**config.mk**
```make
export PLATFORM = sky130hd
export DESIGN_NAME = pixel_write_arbiter
export DESIGN_NICKNAME = d
export VERILOG_FILES = /design/src/rtl/pixel_write_arbiter.sv
export SDC_FILE = /design/constraint.sdc
export NUM_CORES = 1
export LEC_CHECK = 0
export BUFFER_PORTS_ARGS = -buffer_cell sky130_fd_sc_hd__buf_2
export CAP_MARGIN = 15
export CORE_AREA = 2 2 130 132
export CTS_CLUSTER_DIAMETER = 50
export CTS_CLUSTER_SIZE = 12
export DETAILED_ROUTE_END_ITERATION = 10
export DIE_AREA = 0 0 132 134
export PLACE_DENSITY = 0.82
export SYNTH_ARGS = -nofsm -noshare
export SYNTH_HDL_FRONTEND = slang
export SYNTH_SLANG_ARGS = --single-unit
```
**constraint.sdc**
```tcl
create_clock -name clk -period 12.6 [get_ports clk]
set_input_delay 2.52 -clock clk [delete_from_list [all_inputs] [get_ports clk]]
set_output_delay 2.52 -clock clk [all_outputs]
set_load 0.01 [all_outputs]
```
**src/rtl/pixel_write_arbiter.sv**
```systemverilog
// Round-robin arbiter for clear/raster/simd pixels; clips to viewport and framebuffer bounds.
// One-cycle latency to the registered fb write port; grants stall while a held write waits on fb_ready.
module pixel_write_arbiter #(
  parameter int NREQ      = 3,
  parameter int COORD_W   = 16,
  parameter int COLOR_W   = 24,
  parameter int FB_WIDTH  = 640,
  parameter int FB_HEIGHT = 480,
  parameter int ADDR_W    = 19
) (
  input  logic                     clk,
  input  logic                     rst,
  input  logic [COORD_W-1:0]       vp_x0,
  input  logic [COORD_W-1:0]       vp_y0,
  input  logic [COORD_W-1:0]       vp_x1,
  input  logic [COORD_W-1:0]       vp_y1,
  input  logic [NREQ-1:0]          req_valid,
  output logic [NREQ-1:0]          req_ready,
  input  logic [NREQ*COORD_W-1:0]  req_x,
  input  logic [NREQ*COORD_W-1:0]  req_y,
  input  logic [NREQ*COLOR_W-1:0]  req_color,
  output logic                     fb_valid,
  input  logic                     fb_ready,
  output logic [ADDR_W-1:0]        fb_addr,
  output logic [COLOR_W-1:0]       fb_data,
  output logic                     busy,
  output logic [15:0]              clip_count,
  output logic [31:0]              write_count
);

  localparam int PTR_W = (NREQ > 1) ? $clog2(NREQ) : 1;

  logic [PTR_W-1:0]   ptr_q, ptr_d;
  logic               fb_valid_q, fb_valid_d;
  logic [ADDR_W-1:0]  fb_addr_q, fb_addr_d;
  logic [COLOR_W-1:0] fb_data_q, fb_data_d;
  logic [15:0]        clip_count_q, clip_count_d;
  logic [31:0]        write_count_q, write_count_d;

  logic               can_accept;
  logic               drain;
  logic               xfer;
  logic               grant_found;
  logic [PTR_W-1:0]   grant_idx;
  logic [PTR_W-1:0]   cand;
  logic [COORD_W-1:0] sel_x, sel_y;
  logic [COLOR_W-1:0] sel_color;
  logic               keep;

  assign can_accept = !fb_valid_q || fb_ready;
  assign drain      = fb_valid_q && fb_ready;

  // Search starts one past the last granted requester.
  always_comb begin
    grant_found = 1'b0;
    grant_idx   = '0;
    cand        = '0;
    for (int k = 1; k <= NREQ; k++) begin
      cand = PTR_W'((int'(ptr_q) + k) % NREQ);
      if (!grant_found && req_valid[cand]) begin
        grant_found = 1'b1;
        grant_idx   = cand;
      end
    end
  end

  always_comb begin
    req_ready = '0;
    if (can_accept && grant_found) req_ready[grant_idx] = 1'b1;
  end

  assign xfer      = can_accept && grant_found;
  assign sel_x     = req_x[int'(grant_idx)*COORD_W +: COORD_W];
  assign sel_y     = req_y[int'(grant_idx)*COORD_W +: COORD_W];
  assign sel_color = req_color[int'(grant_idx)*COLOR_W +: COLOR_W];

  // An inverted viewport fails one of the range tests and so clips everything.
  assign keep = (sel_x >= vp_x0) && (sel_x <= vp_x1) &&
                (sel_y >= vp_y0) && (sel_y <= vp_y1) &&
                (int'(sel_x) < FB_WIDTH) && (int'(sel_y) < FB_HEIGHT);

  always_comb begin
    ptr_d         = ptr_q;
    fb_valid_d    = fb_valid_q;
    fb_addr_d     = fb_addr_q;
    fb_data_d     = fb_data_q;
    clip_count_d  = clip_count_q;
    write_count_d = write_count_q;

    if (drain) begin
      fb_valid_d    = 1'b0;
      write_count_d = write_count_q + 32'd1;
    end

    if (xfer) begin
      ptr_d = grant_idx;
      if (keep) begin
        fb_valid_d = 1'b1;
        fb_addr_d  = ADDR_W'(64'(sel_y) * 64'(FB_WIDTH) + 64'(sel_x));
        fb_data_d  = sel_color;
      end else if (clip_count_q != 16'hFFFF) begin
        clip_count_d = clip_count_q + 16'd1;
      end
    end
  end

  always_ff @(posedge clk) begin
    if (rst) begin
      ptr_q         <= PTR_W'(NREQ - 1);
      fb_valid_q    <= 1'b0;
      fb_addr_q     <= '0;
      fb_data_q     <= '0;
      clip_count_q  <= '0;
      write_count_q <= '0;
    end else begin
      ptr_q         <= ptr_d;
      fb_valid_q    <= fb_valid_d;
      fb_addr_q     <= fb_addr_d;
      fb_data_q     <= fb_data_d;
      clip_count_q  <= clip_count_d;
      write_count_q <= write_count_d;
    end
  end

  assign fb_valid    = fb_valid_q;
  assign fb_addr     = fb_addr_q;
  assign fb_data     = fb_data_q;
  assign clip_count  = clip_count_q;
  assign write_count = write_count_q;
  assign busy        = fb_valid_q || (|req_valid);

endmodule

```
Word-level counts from Yosys, hierarchy flattened
Cells that the tools add are included.
{ "totals": {"regBits": 94, "wordCells": 69, "out_inout_bits": 96} }
{ "classes": {"div": 3, "multipliers": 2, "n_mux": 18, "n_addsub": 6, "n_eq_ne": 1, "bitwise": 1, "n_shift": 3, "reduce_logical": 18, "n_lt_le_gt_ge": 11} }
{ "ops": {"columns": ["cell", "count"], "rows": [
  ["$mod A32 B3 Y32 const B", 3],
  ["$shiftx A48 B7 Y16", 2],
  ["$shiftx A72 B8 Y24", 1],
  ["$add A32 B1 Y32 const B", 1],
  ["$ge A16 B16 Y1", 2],
  ["$le A16 B16 Y1", 2],
  ["$add A19 B16 Y19", 1],
  ["$add A16 B1 Y16 const B", 1],
  ["$lt A16 B10 Y1 const B", 1],
  ["$lt A16 B9 Y1 const B", 1],
  ["$mul A16 B3 Y12 const B", 1],
  ["$ne A16 B16 Y1 const B", 1],
  ["$lt A2 B3 Y1 const B", 4],
  ["$logic_and A1 B1 Y1", 10],
  ["$mux W1", 10],
  ["$add A2 B2 Y3 const B", 2],
  ["$bmux W1 S2", 3],
  ["$mux W2", 3],
  ["$mul A2 B2 Y4 const B", 1],
  ["$add A2 B1 Y3 const B", 1],
  ["$logic_not A1 Y1", 3],
  ["$mux W3", 1],
  ["$reduce_and A3 Y1", 1],
  ["$reduce_or A3 Y1", 1],
  ["other kinds (5)", 6]
]} }

Depth between registers and ports, before layout
Gate-level depths: netlist of the first run.
{ "depth": {"ltp_word": 20, "ltp_mapped": 30, "mapped_depth_nobuf": 25} }

Least setup slack after synthesis of the first run
OpenSTA, ideal clock, no wires.
{ "synth_path": {"kind": "input-to-reg", "start": "input port req_valid[0]", "end": "register fb_addr_q[17] (netlist: fb_addr[17])", "t_required_ps": 12530, "path_buffers": 4, "slack_ps": 4777, "setup_ps": 70, "t_arrival_ps": 7753, "path_stages": 24, "cell_sequence": "mux2_4 a211oi_2 o21ai_2 nand2_2 buf_6 buf_2 buf_1 clkbuf_1 mux2i_1 o21ai_0 ha_1 ha_1 inv_1 fa_1 nor2b_1 o31a_1 o21a_1 or4b_2 o21ai_0 or3b_2 nand4_1 xor2_1 nand3_1 a21oi_1"} }
{ "synth_between": {"elab_chain_cells": 17, "word_cells_on_any_way": 33} }
{ "synth_rtl": {"columns": ["element", "line", "text"], "rows": [
  ["from (decl)", "17", "input logic [NREQ-1:0] req_valid,"],
  ["parallel branches: the longest is 17 deep, another holds $add A19 B16 Y19", null, null],
  ["to (signal assigned)", "118", "fb_addr_q <= fb_addr_d;"],
  ["to (decl)", "35", "logic [ADDR_W-1:0] fb_addr_q, fb_addr_d;"]
]} }
Several ways; the timed one is not identified. The select of a mux whose other input is x is not followed.
A chain may end at the register's enable or synchronous reset.

Worst setup path after layout of the first run
{ "layout_path": {"start": "input port req_valid[1]", "end": "register fb_addr_q[17] (netlist: fb_addr[17])"} }
Same word-level chain as after synthesis.

==> results.py, run 1 <==
metrics = {
    "finish": {
        "nets": 1644,
        "diodes": 0,
        "fillers": 1502,
        "drive_gt1_frac": 0.286,
        "stdcell_count": 1533,
        "mostFrequentLayoutCell": "buf_2",
        "multiInputGateArea_sq_um": 5560,
        "register_area_sq_um": 1880,
        "area_growth_pct": 25.3,
        "layout_common_cells": "buf_2 (332), ha_1 (96), dfxtp_1 (94), a21oi_1 (81)",
    },
    "pwr": {
        "power_mw": 2.60,
        "pwr_density_cell_nw_per_um2": 259,
        "ir_drop_uv": 306,
        "p_leak_nw": 5.16,
    },
    "cts": {
        "htree_levels": 3,
        "cts_resized": 0,
        "post-cts-setup-buffers": 0,
        "clkSinkCount": 94,
        "clock_path_buffers": 2,
        "cts_buffers": 9,
        "cts_tree": "built",
        "clkSlewWorstSetupHoldPaths_ns": 0.06,
        "cts_hold_buffers": 0,
        "clockRootBuffer": "clkbuf_16",
        "insertion_delay_ns": 0.34,
    },
    "critical_path": {
        "critPathLaunchType": "input pin",
        "path_class": "in2reg",
        "arrival_ns": 8.02,
        "worst_ep_required_time_ns": 12.86,
        "cp_max_fo": 42,
        "critPathCaptureType": "flip-flop",
    },
    "route": {
        "drt-total-wl_microns": 24400,
        "viasPerCell": 5.58,
        "drtIter0Drc": 435,
        "avgRoutedWirePerCell_microns": 15.9,
        "drt-pass1-iter-count": 4,
        "drcViolationCount": 0,
        "vias": 8549,
        "ant_nets": 0,
    },
    "flow_run": {
        "maxCapViolations": 0,
    },
    "logic_synthesis": {
        "syn-num-nets": 1349,
        "ys.flop_type": "dfxtp_1",
        "async_reset_ff_frac": 0,
        "synth_area_per_cell_sq_um": 7.90,
        "synth_area_sq_um": 8010,
        "synth.distinct_cells": 70,
        "netlist_instances": 1013,
        "ys_ff_latch": 94,
        "synth_seq_area_share": 0.235,
        "ys.warnings.count": 0,
        "synth_edf_count": 0,
    },
    "floorplan": {
        "start_util": 0.491,
        "ioPinCount": 334,
        "coreArea_sq_um": 16300,
        "num_rows": 47,
        "die_width_microns": 132,
        "die_area_sq_um": 17700,
        "dieHeight_microns": 134,
    },
    "outcome": {
        "status": "finished, final reports clean",
    },
    "global_routing": {
        "antenna_found_initial": 0,
        "global_route.overflow_total": 0,
        "grt_max_degree": 105,
        "first_global_vias": 7993,
        "grt_usage": 0.265,
        "grt_pass1_wl_microns": 38900,
    },
    "sta": {
        "rsz0062_at_grt": "no",
        "worst_slew_pin_slew_ns": 1.06,
        "report.final.slew_viol_count": 0,
        "finalSetupTns_ns": 0,
        "fin_skew_ns": 0.00878,
        "fin_crit_ns": 7.76,
        "hold_violations": 0,
        "fin_crit_sh": 0.616,
        "relSlewSlack": 0.296,
        "setup_viol": 0,
        "max_freq_ghz": 0.129,
    },
    "place": {
        "io_buffers": 333,
        "hpwl_microns": 18900,
        "place_inst": 1517,
        "gp_congestion": 0.965,
    },
    "min_path": {
        "hold_class": "reg2reg",
    },
}
-- critical path: stages --
cell and delay (ns):
buf_2 0.14, a21bo_1 0.22, o221a_2 0.26, o21ai_2 0.39, nand2_4 0.29, buf_4 0.42, mux2i_1 0.19, o21ai_0 0.51
ha_1 0.34, ha_1 0.35, nor2b_1 0.16, o31a_1 0.25, o21a_1 0.21, or4b_2 0.61, o21ai_0 0.14, or3b_2 0.49
nand4_1 0.10, xor2_1 0.15, nand3_1 0.08, a21oi_1 0.17
-- worst paths after layout --
| kind | start | slack [ns] | depth (start not counted) | endpoint |
|---|---|---|---|---|
| max | req_valid[1] | 4.84 | 20 | fb_addr[17] |
| min | fb_addr[12] | 0.47 | 2 | fb_addr[12] |
| max reg2reg | ptr_q[0] | 6.22 | 21 | fb_addr[17] |
| min reg2reg | fb_addr[12] | 0.47 | 2 | fb_addr[12] |
-- synthesized netlist by cell type, types with 10 or more instances --
master,count,area share
ha_1,96,0.15
dfxtp_1,94,0.24
a21oi_1,81,0.051
o21ai_0,81,0.051
nand2_1,80,0.038
inv_1,79,0.037
nor2_1,66,0.031
mux2i_1,48,0.060
clkbuf_1,38,0.018
nand3_1,32,0.020
o2111ai_1,25,0.027
xor2_1,24,0.026
nor3_1,21,0.013
nor2b_1,19,0.015
a21o_1,18,0.017
xnor2_1,16,0.018
and3_1,15,0.012
and4_1,15,0.016
nand4_1,15,0.012
or3_1,15,0.012
and2_1,12,0.0094
o21a_1,12,0.011
mux2_1,10,0.014
nand2b_1,10,0.0078
-- cells by family (layout without fill, tap and decap cells) --
family | Yosys count | in the layout | share of synthesized area
flip-flops | 94 | 94 | 0.235
buffers and inverters | 136 | 436 | 0.0733
XOR/XNOR | 40 | 40 | 0.0438
AND/OR/NAND/NOR | 316 | 316 | 0.201
multiplexers | 62 | 62 | 0.0807
AO/OA/AOI/OAI | 267 | 267 | 0.211
adder cells (fa/ha/maj) | 98 | 98 | 0.155
-- flip-flops by register name (all words and copies together), names as in the netlist --
register     flops
fb_valid         1
ptr_q            2
write_count     32
clip_count      16
fb_data         24
fb_addr         19
-- metrics by stage --
stage	area [sq um]	hold WS, ns	worst slack [ns]	util
after floorplan	8010	0.491	4.78	-
after global placement	9740	0.456	4.67	0.598
after detailed placement	9740	0.461	4.54	0.598
after CTS	10000	0.470	4.91	0.616
after global routing	10000	0.480	4.48	0.616
final	10000	0.467	4.84	0.616
-- report_power, final --
| part | internal [mW] | leakage (nW) | switching [mW] | total (mW) |
|---|---|---|---|---|
| Sequential | 0.303 | 0.758 | 0.00750 | 0.311 |
| Combinational | 0.873 | 4.28 | 1.15 | 2.03 |
| Clock | 0.145 | 0.131 | 0.115 | 0.260 |
| Total | 1.32 | 5.16 | 1.28 | 2.60 |
-- area by class of cell --
cell class | count | area share
clock inverters | 4 | 0.00312
multi-input cells | 783 | 0.554
repair buffers | 341 | 0.172
clock buffers | 12 | 0.0256
flip-flops and latches | 94 | 0.188
well taps | 220 | 0.0274
inverters | 79 | 0.0296
-- per-layer routing --
metal	GRT usage	wire length (microns)	vias up
li1	-	-	4238
met5	0	0	-
met1	0.341	10900	4014
met2	0.457	11700	262
met4	0.0676	442	0
met3	0.0503	1320	35
Note: power is estimated with default switching activity, not from simulation.
==> run 2: changes to the inputs <==
--- a/config.mk
+++ b/config.mk
@@ -7,12 +7,12 @@
 export LEC_CHECK = 0
 export BUFFER_PORTS_ARGS = -buffer_cell sky130_fd_sc_hd__buf_2
 export CAP_MARGIN = 15
-export CORE_AREA = 2 2 130 132
+export CORE_AREA = 2 2 137 139
 export CTS_CLUSTER_DIAMETER = 50
 export CTS_CLUSTER_SIZE = 12
 export DETAILED_ROUTE_END_ITERATION = 10
-export DIE_AREA = 0 0 132 134
-export PLACE_DENSITY = 0.82
+export DIE_AREA = 0 0 139 141
+export PLACE_DENSITY = 0.78
 export SYNTH_ARGS = -nofsm -noshare
 export SYNTH_HDL_FRONTEND = slang
 export SYNTH_SLANG_ARGS = --single-unit
==> constraint.sdc (replaced) <==
create_clock -name clk -period 6.48 [get_ports clk]
set_input_delay 1.296 -clock clk [delete_from_list [all_inputs] [get_ports clk]]
set_output_delay 1.296 -clock clk [all_outputs]
set_load 0.01 [all_outputs]
==> results.py, run 2 (same netlist as run 1, synthesis figures left out) <==
metrics = {
    "outcome": {
        "status": "finished, final reports clean",
    },
    "sta": {
        "worst_slew_pin_slew_ns": 1.08,
        "fin_skew_ns": 0.00917,
        "finalSetupTns_ns": 0,
        "max_freq_ghz": 0.167,
        "hold_violations": 0,
        "relSlewSlack": 0.280,
        "fin_crit_ns": 5.99,
        "setup_viol": 0,
        "rsz0062_at_grt": "no",
        "hold_ws_ns": 0.475,
        "fin_crit_sh": 0.924,
        "setup_slack_ns": 0.490,
        "report.final.slew_viol_count": 0,
    },
    "pwr": {
        "pwr_density_cell_nw_per_um2": 503,
        "p_comb_frac": 0.779,
        "ir_drop_uv": 485,
        "p_sw_mw": 2.47,
        "power_switching_share": 0.484,
        "p_leak_nw": 5.23,
        "pwr-share-seq": 0.119,
        "p_int_mw": 2.63,
        "clkPwrFrac": 0.103,
    },
    "critical_path": {
        "cp_max_fo": 25,
        "arrival_ns": 6.23,
        "path_class": "in2reg",
        "critPathCaptureType": "flip-flop",
        "worst_ep_required_time_ns": 6.72,
        "critPathLaunchType": "input pin",
    },
    "global_routing": {
        "global_route.overflow_total": 0,
        "grt_usage": 0.251,
        "antenna_found_initial": 0,
        "first_global_vias": 8408,
        "grt_pass1_wl_microns": 40700,
        "grt_max_degree": 105,
    },
    "finish": {
        "area_growth_pct": 26.8,
        "layout_common_cells": "buf_2 (332), ha_1 (96), dfxtp_1 (94), a21oi_1 (81)",
        "mostFrequentLayoutCell": "buf_2",
        "stdcell_count": 1559,
        "drive_gt1_frac": 0.291,
        "largest_reg_flops": 32,
        "nets": 1656,
        "diodes": 0,
    },
    "floorplan": {
        "die_width_microns": 139,
        "num_rows": 50,
        "coreArea_sq_um": 18300,
        "die_area_sq_um": 19600,
        "dieHeight_microns": 141,
        "start_util": 0.438,
        "ioPinCount": 334,
    },
    "cts": {
        "cts_tree": "built",
        "htree_levels": 3,
        "cts_buffers": 9,
        "cts_hold_buffers": 0,
        "clockRootBuffer": "clkbuf_16",
        "insertion_delay_ns": 0.34,
        "clkSinkCount": 94,
        "clkSlewWorstSetupHoldPaths_ns": 0.07,
        "cts_resized": 0,
        "post-cts-setup-buffers": 0,
        "clock_path_buffers": 2,
    },
    "place": {
        "place_inst": 1543,
        "post-place-ws_ns": 0.166,
        "hpwl_microns": 19800,
        "io_buffers": 333,
        "gp_congestion": 0.968,
    },
    "route": {
        "ant_nets": 0,
        "avgRoutedWirePerCell_microns": 16.0,
        "viasPerCell": 5.50,
        "drtIter0Drc": 434,
        "vias": 8575,
        "drcViolationCount": 0,
        "drt-total-wl_microns": 24900,
        "drt-pass1-iter-count": 5,
    },
    "min_path": {
        "hold_class": "reg2reg",
    },
    "flow_run": {
        "maxCapViolations": 0,
    },
}
-- run 2: changes by cell type in the layout (fill, tap and decap cells not counted), sizes merged --
cell,delta
buf,+12
bufinv,+1
clkbuf,-1
clkinvlp,-1
inv,+1
-- run 2: final cells by class --
class	count	area (sq um)
Sequential cell	94	1880
Timing Repair Buffer	353	1830
Clock inverter	5	58.8
Inverter	79	297
Tap cell	234	293
Clock buffer	11	233
Multi-Input combinational cell	783	5560
Fill cell	1698	8120
-- run 2: path summary, 6_finish.rpt --
check                                   from     endpoint  slack (ns)  cells after the start
worst min-delay path             fb_data[12]  fb_data[12]        0.47                      2
worst min register to register   fb_data[12]  fb_data[12]        0.47                      2
worst max-delay path            req_valid[0]  fb_addr[18]        0.49                     20
worst max register to register      ptr_q[0]  fb_addr[18]        0.63                     21
-- run 2: power by group through the flow --
stage / combinational, mW / clock, mW / sequential, mW
floorplan: 3.07 / 0 / 0.618
global placement: 3.85 / 0 / 0.618
detailed placement: 3.95 / 0 / 0.619
CTS: 3.97 / 0.538 / 0.605
global route: 4.53 / 0.558 / 0.608
finish: 3.97 / 0.524 / 0.606
-- run 2: stage by stage --
step | total power, mW | utilization | area, sq um
finish | 5.10 | 0.556 | 10200
global route | 5.69 | 0.556 | 10200
CTS | 5.11 | 0.556 | 10200
detailed placement | 4.57 | 0.540 | 9860
global placement | 4.47 | 0.540 | 9860
floorplan | 3.69 | - | 8010
-- run 2: metal layers --
metal | routed length, microns | GRT usage | vias to the layer above
met4 | 580 | 0.0696 | 0
met3 | 1380 | 0.0493 | 46
met2 | 11800 | 0.440 | 268
met5 | 0 | 0 | -
met1 | 11200 | 0.314 | 4000
li1 | - | - | 4261
-- run 2: worst max-delay path, stage by stage --
cell and delay [ns]:
buf_2 0.13, mux2_4 0.28, mux2_4 0.32, o21ai_4 0.31, nand2_4 0.28, buf_4 0.30
mux2i_1 0.12, o21ai_0 0.41, ha_1 0.34, nor2b_1 0.13, o21a_1 0.16, o211ai_1 0.20
a211oi_1 0.10, o21ai_0 0.22, o2111ai_1 0.16, nor4_2 0.25, and4b_2 0.60, buf_4 0.28
a21oi_1 0.08, a311oi_1 0.24
